===== src/rtl/alu_pkg.sv =====
// Shared ALU definitions: operation select codes and the default datapath width.
package alu_pkg;

  localparam int ALU_WIDTH = 32;

  typedef enum logic [2:0] {
    ALU_ADD = 3'b000,
    ALU_SUB = 3'b001,
    ALU_AND = 3'b010,
    ALU_OR  = 3'b011,
    ALU_XOR = 3'b100,
    ALU_SLT = 3'b101,
    ALU_SLL = 3'b110,
    ALU_SRL = 3'b111
  } alu_op_e;

endpackage


===== src/rtl/alu_unit_if.sv =====
// Operand/select bundle into the ALU and the flag/result bundle coming back out.
interface alu_unit_if
  import alu_pkg::*;
#(
  parameter int WIDTH = ALU_WIDTH
);

  logic [WIDTH-1:0] a;
  logic [WIDTH-1:0] b;
  logic [2:0]       ALUControl;
  logic [WIDTH-1:0] result;
  logic             zero;
  logic             negative;
  logic             overflow;
  logic             carry;
  logic [WIDTH-1:0] result_q;
  logic             zero_q;

  modport master (
    output a, b, ALUControl,
    input  result, zero, negative, overflow, carry, result_q, zero_q
  );

  modport slave (
    input  a, b, ALUControl,
    output result, zero, negative, overflow, carry, result_q, zero_q
  );

endinterface


===== src/rtl/alu_addsub.sv =====
// Shared WIDTH-bit adder/subtractor; subtraction is a + ~b + 1 so carry=1 means no borrow.
module alu_addsub
  import alu_pkg::*;
#(
  parameter int WIDTH = ALU_WIDTH
) (
  input  logic [WIDTH-1:0] a,
  input  logic [WIDTH-1:0] b,
  input  logic             sub,
  output logic [WIDTH-1:0] sum,
  output logic             carry,
  output logic             overflow
);

  logic [WIDTH-1:0] b_eff;

  // Invert B and inject the +1 through the carry-in when subtracting; overflow
  // compares the effective operand signs against the sum sign.
  always_comb begin
    b_eff           = sub ? ~b : b;
    {carry, sum}    = {1'b0, a} + {1'b0, b_eff} + (WIDTH + 1)'(sub);
    overflow        = (a[WIDTH-1] == b_eff[WIDTH-1]) && (sum[WIDTH-1] != a[WIDTH-1]);
  end

endmodule


===== src/rtl/alu_unit.sv =====
// RV32I-class ALU: combinational result and flags, plus a registered result/zero copy for trace.
module alu_unit
  import alu_pkg::*;
#(
  parameter int WIDTH   = ALU_WIDTH,
  parameter int SHAMT_W = $clog2(WIDTH)
) (
  input  logic       clk,
  input  logic       reset,
  alu_unit_if.slave  bus
);

  logic [WIDTH-1:0]   sum;
  logic               add_carry;
  logic               add_overflow;
  logic               do_sub;
  logic [SHAMT_W-1:0] shamt;
  logic [WIDTH-1:0]   result_c;
  logic               overflow_c;
  logic               carry_c;
  logic               zero_c;

  assign do_sub = (bus.ALUControl == ALU_SUB) || (bus.ALUControl == ALU_SLT);
  assign shamt  = bus.b[SHAMT_W-1:0];

  alu_addsub #(.WIDTH(WIDTH)) u_addsub (
    .a        (bus.a),
    .b        (bus.b),
    .sub      (do_sub),
    .sum      (sum),
    .carry    (add_carry),
    .overflow (add_overflow)
  );

  // Operation select; flags only come from the adder for ADD/SUB, SLT keeps its overflow internal.
  always_comb begin
    result_c   = '0;
    overflow_c = 1'b0;
    carry_c    = 1'b0;
    case (bus.ALUControl)
      ALU_ADD: begin
        result_c   = sum;
        overflow_c = add_overflow;
        carry_c    = add_carry;
      end
      ALU_SUB: begin
        result_c   = sum;
        overflow_c = add_overflow;
        carry_c    = add_carry;
      end
      ALU_AND: result_c = bus.a & bus.b;
      ALU_OR:  result_c = bus.a | bus.b;
      ALU_XOR: result_c = bus.a ^ bus.b;
      ALU_SLT: result_c = {{(WIDTH-1){1'b0}}, sum[WIDTH-1] ^ add_overflow};
      ALU_SLL: result_c = bus.a << shamt;
      ALU_SRL: result_c = bus.a >> shamt;
      default: result_c = '0;
    endcase
  end

  assign zero_c       = (result_c == '0);
  assign bus.result   = result_c;
  assign bus.zero     = zero_c;
  assign bus.negative = result_c[WIDTH-1];
  assign bus.overflow = overflow_c;
  assign bus.carry    = carry_c;

  // Trace register; reset value keeps zero_q consistent with result_q == 0.
  always_ff @(posedge clk) begin
    if (reset) begin
      bus.result_q <= '0;
      bus.zero_q   <= 1'b1;
    end else begin
      bus.result_q <= result_c;
      bus.zero_q   <= zero_c;
    end
  end

endmodule


===== src/flat_wrapper.sv =====
// flat-port wrapper written by rule: the top's interface ports become plain ports
module alu_unit_flat import alu_pkg::*;
#(
  parameter int WIDTH   = ALU_WIDTH,
  parameter int SHAMT_W = $clog2(WIDTH)
)
  (clk, reset, bus_a, bus_b, bus_ALUControl, bus_result, bus_zero, bus_negative, bus_overflow, bus_carry, bus_result_q, bus_zero_q);
  alu_unit_if #(.WIDTH(WIDTH)) bus_i ();
  input  logic clk;
  input  logic reset;
  input wire logic [$bits(bus_i.a)-1:0] bus_a;
  input wire logic [$bits(bus_i.b)-1:0] bus_b;
  input wire logic [$bits(bus_i.ALUControl)-1:0] bus_ALUControl;
  output wire logic [$bits(bus_i.result)-1:0] bus_result;
  output wire logic [$bits(bus_i.zero)-1:0] bus_zero;
  output wire logic [$bits(bus_i.negative)-1:0] bus_negative;
  output wire logic [$bits(bus_i.overflow)-1:0] bus_overflow;
  output wire logic [$bits(bus_i.carry)-1:0] bus_carry;
  output wire logic [$bits(bus_i.result_q)-1:0] bus_result_q;
  output wire logic [$bits(bus_i.zero_q)-1:0] bus_zero_q;
  assign bus_i.a = bus_a;
  assign bus_i.b = bus_b;
  assign bus_i.ALUControl = bus_ALUControl;
  assign bus_result = bus_i.result;
  assign bus_zero = bus_i.zero;
  assign bus_negative = bus_i.negative;
  assign bus_overflow = bus_i.overflow;
  assign bus_carry = bus_i.carry;
  assign bus_result_q = bus_i.result_q;
  assign bus_zero_q = bus_i.zero_q;
  alu_unit #(.WIDTH(WIDTH), .SHAMT_W(SHAMT_W)) u_core (.clk(clk), .reset(reset), .bus(bus_i));
endmodule

===== config.mk =====
export PLATFORM = sky130hd
export DESIGN_NAME = alu_unit_flat
export DESIGN_NICKNAME = d
export VERILOG_FILES = /design/src/rtl/alu_pkg.sv /design/src/rtl/alu_unit_if.sv /design/src/rtl/alu_addsub.sv /design/src/rtl/alu_unit.sv /design/src/flat_wrapper.sv
export SDC_FILE = /design/constraint.sdc
export NUM_CORES = 1
export LEC_CHECK = 0
export CORE_AREA = 2 2 130 132
export CTS_CLUSTER_SIZE = 28
export DETAILED_ROUTE_END_ITERATION = 10
export DIE_AREA = 0 0 132 134
export GPL_TIMING_DRIVEN = 0
export PLACE_DENSITY = 0.89
export SLEW_MARGIN = 20
export SYNTH_ARGS = -nofsm -noshare
export SYNTH_HDL_FRONTEND = slang
export SYNTH_SLANG_ARGS = --single-unit

===== constraint.sdc =====
create_clock -name clk -period 8.38 [get_ports clk]
set_input_delay 1.676 -clock clk [delete_from_list [all_inputs] [get_ports clk]]
set_output_delay 1.676 -clock clk [all_outputs]
set_load 0.01 [all_outputs]

==> reports/qor.yml <==
die_area_um2: 17700
dp_hpwl_um: 36200
synth-edff-count: 0
fp-row-count: 47
drc: 0
crit_path_max_fanout: 10
wl_um: 46200
maxSlewViolCount: 0
start_util_pct: 56.0
worstSetupEndpointType: "output port"
gp_congestion: 1.18
cp.arrival_ps: 6740
antenna_found_initial: 0
final_common_cell: "clkdlybuf4s50_1"
violations: "setup timing"
cp-start-kind: "primary input"
wl_met1_um: 16100
max_freq_mhz: 119
synth_cell_types: 97
crit_end: "bus_zero"
timing.final.crit_share_pct: 100
finalNetCount: 1524
avgSynthCellArea_um2: 7.50
wl_met2_um: 19600
fin_area_um2: 11200
cp.required_ps: 6700
grt_pass1_vias: 10800
ys_warn_count: 0
htreeDepth: 2
wl_met3_um: 6850
crit_start: "bus_b[0]"
top_layer: "met4"
finalPower_mw: 1.29
hold_path_class: "in2reg"
critPathKind: "in2out"
overflow: 0
hold_viol_final: 0
fin_crit_ps: 8420
cts.path.max_buffers: 2
layout_common_cells: "131 x clkdlybuf4s50_1, 101 x nand2_1, 96 x ha_1"
n_antenna_cell: 0
ir_drop_uv: 133
placed_area_um2: 10800
design.core.area_um2: 16300
synth_async_sr_flop_share_pct: 0
viasPerCell: 7.37
ys_ff_latch: 33
grt_max_degree: 20
internal_power_mw: 0.655
die_width_um: 132
drt-initial-drc-count: 1995
drv_cap: 0
ctsHoldBuffers: 0
syn_area_um2: 9120
synth_flop_cell: "dfxtp_1"
clock-sinks: 33
syn_to_final_growth_pct: 23.1
grt_pass1_wl_um: 67300
antenna_left: 0
portBuffers: 136
die_h_um: 134
p_per_area_nw_per_um2: 115
ys_seq_area_share_pct: 7.24
worst_pin_slew_ps: 1250
pwr-share-clk_pct: 13.4
numCtsBuffers: 5
syn_nets: 1383
wire_per_inst_um: 29.2
max_slew_margin_pct: 16.9
track_usage_pct: 50.4
switching_share_pct: 49.2
clock-root-buffer: "clkbuf_16"
p_comb_share_pct: 72.8
fin_ws_ps: -37.9
regArea_um2: 661
multiInputGateArea_um2: 7820
syn_inst: 1216
setup_viol: 1
cts_tree: "built"
outcome: "complete, but fails checks"
vias: 11600
drive_gt1_share_pct: 12.2
drt-pass1-iter-count: 7
fillers: 1357
cts.clk_slew.worst_paths_ps: 50
switchingPower_mw: 0.634
worstHoldStart: "reset"
power_leakage_nw: 4.63
sequentialPowerShare_pct: 13.9
io-pin-count: 138
==> power groups by stage <==
stage / logic [mW] / clock network [mW] / registers [mW]
after floorplan: 0.492 / 0 / 0.191
after global placement: 0.828 / 0 / 0.181
after detailed placement: 0.842 / 0 / 0.182
after CTS: 0.874 / 0.170 / 0.179
after global routing: 0.973 / 0.179 / 0.180
final: 0.938 / 0.172 / 0.179
==> sequential cells by signal, summed over array words and instances (netlist names) <==
signal,flops
u_core.bus.zero_q,1
u_core.bus.result_q,32
==> critical path: stages <==
cell and delay [ps]:
clkdlybuf4s15_2 380, buf_6 250, buf_12 170, buf_8 160, buf_6 170, buf_2 300
a21oi_1 140, fa_1 510, nor2b_1 230, o2111ai_2 240, a211oi_1 380, o21ai_0 150
a31oi_2 270, nand3_1 180, nor4_2 360, nand3_1 170, or4_4 480, nor4_2 290
buf_2 180
==> cell type report <==
cell class                 instances  area share (%)
timing repair buffer             141            12.4
clock inverter                     2          0.0891
clock buffer                       6            1.15
multi-input combinational        985            69.6
tap                              220            2.45
sequential                        33            5.88
inverter                          96            3.21
buffer                            95            5.15
==> cell families (layout without fill, tap and decap cells) <==
kind of cell | Yosys count | after routing | share of synthesized area, %
simple gates | 361 | 361 | 19.6
flops | 33 | 33 | 7.24
mux | 113 | 113 | 17.8
compound gates | 367 | 367 | 27.9
buf+inv | 198 | 340 | 9.57
xor+xnor | 46 | 46 | 4.42
fa+ha+maj | 98 | 98 | 13.5
==> Yosys cell counts (all sizes together) (9+ instances only) <==
master  count  share of area [%]
nand2     102                4.2
ha         97                 13
inv        96                4.0
nor2       91                3.8
a21oi      70                3.9
o21ai      67                3.7
mux2i      61                6.8
clkbuf     53                2.2
buf        49                3.4
xnor2      40                3.8
a22oi      36                3.0
mux4       36                8.9
o22ai      34                2.3
dfxtp      33                7.2
nor3       31                1.8
nand3      21                1.2
o211ai     21                1.7
a211oi     17                1.5
and2       17                1.2
mux2       16                2.0
nand4      16                1.1
nor4       14                1.1
a221oi     13                1.4
nor2b      11               0.75
nand2b     10               0.69
o21a       10               0.82
or3        10               0.69
a31oi       9               0.62
o221ai      9               0.86
==> metal layers <==
metal	track usage [%]	vias up
met5	0	-
met4	32.2	0
met1	62.8	5356
met3	13.8	306
li1	-	4832
met2	76.9	1137
==> worst min-delay path by stage <==
stage,end,depth (start not counted),slack (ps)
2_1_floorplan,u_core.bus.result_q[11]$_SDFF_PP0_,2,1880
3_3_place_gp,u_core.bus.result_q[13]$_SDFF_PP0_,3,2340
3_5_place_dp,u_core.bus.result_q[11]$_SDFF_PP0_,3,2390
4_1_cts,u_core.bus.result_q[11]$_SDFF_PP0_,3,2140
5_1_grt,u_core.bus.result_q[13]$_SDFF_PP0_,3,2170
6_report,u_core.bus.result_q[11]$_SDFF_PP0_,3,2150
==> what timing repair did <==
action / 4_1_cts / 5_1_grt
gates resized for setup: 77 / 26
setup endpoints to repair: 34 / 2
pin swaps: 3 / 7
setup buffers: 1 / 4
==> through the flow <==
| step | setup slack, ps | std cells | hold WS, ps | TNS, ps | util (%) |
|---|---|---|---|---|---|
| finish | -37.9 | 1578 | 2150 | -37.9 | 69.0 |
| global route | -186 | 1578 | 2170 | -186 | 69.0 |
| floorplan | 350 | 1216 | 1880 | 0 | - |
| detailed placement | -2300 | 1572 | 2390 | -30190 | 66.0 |
| global placement | -2300 | 1572 | 2340 | -30240 | 66.0 |
| CTS | 1.07 | 1578 | 2140 | 0 | 68.3 |
(Power assumes the default switching activity.)
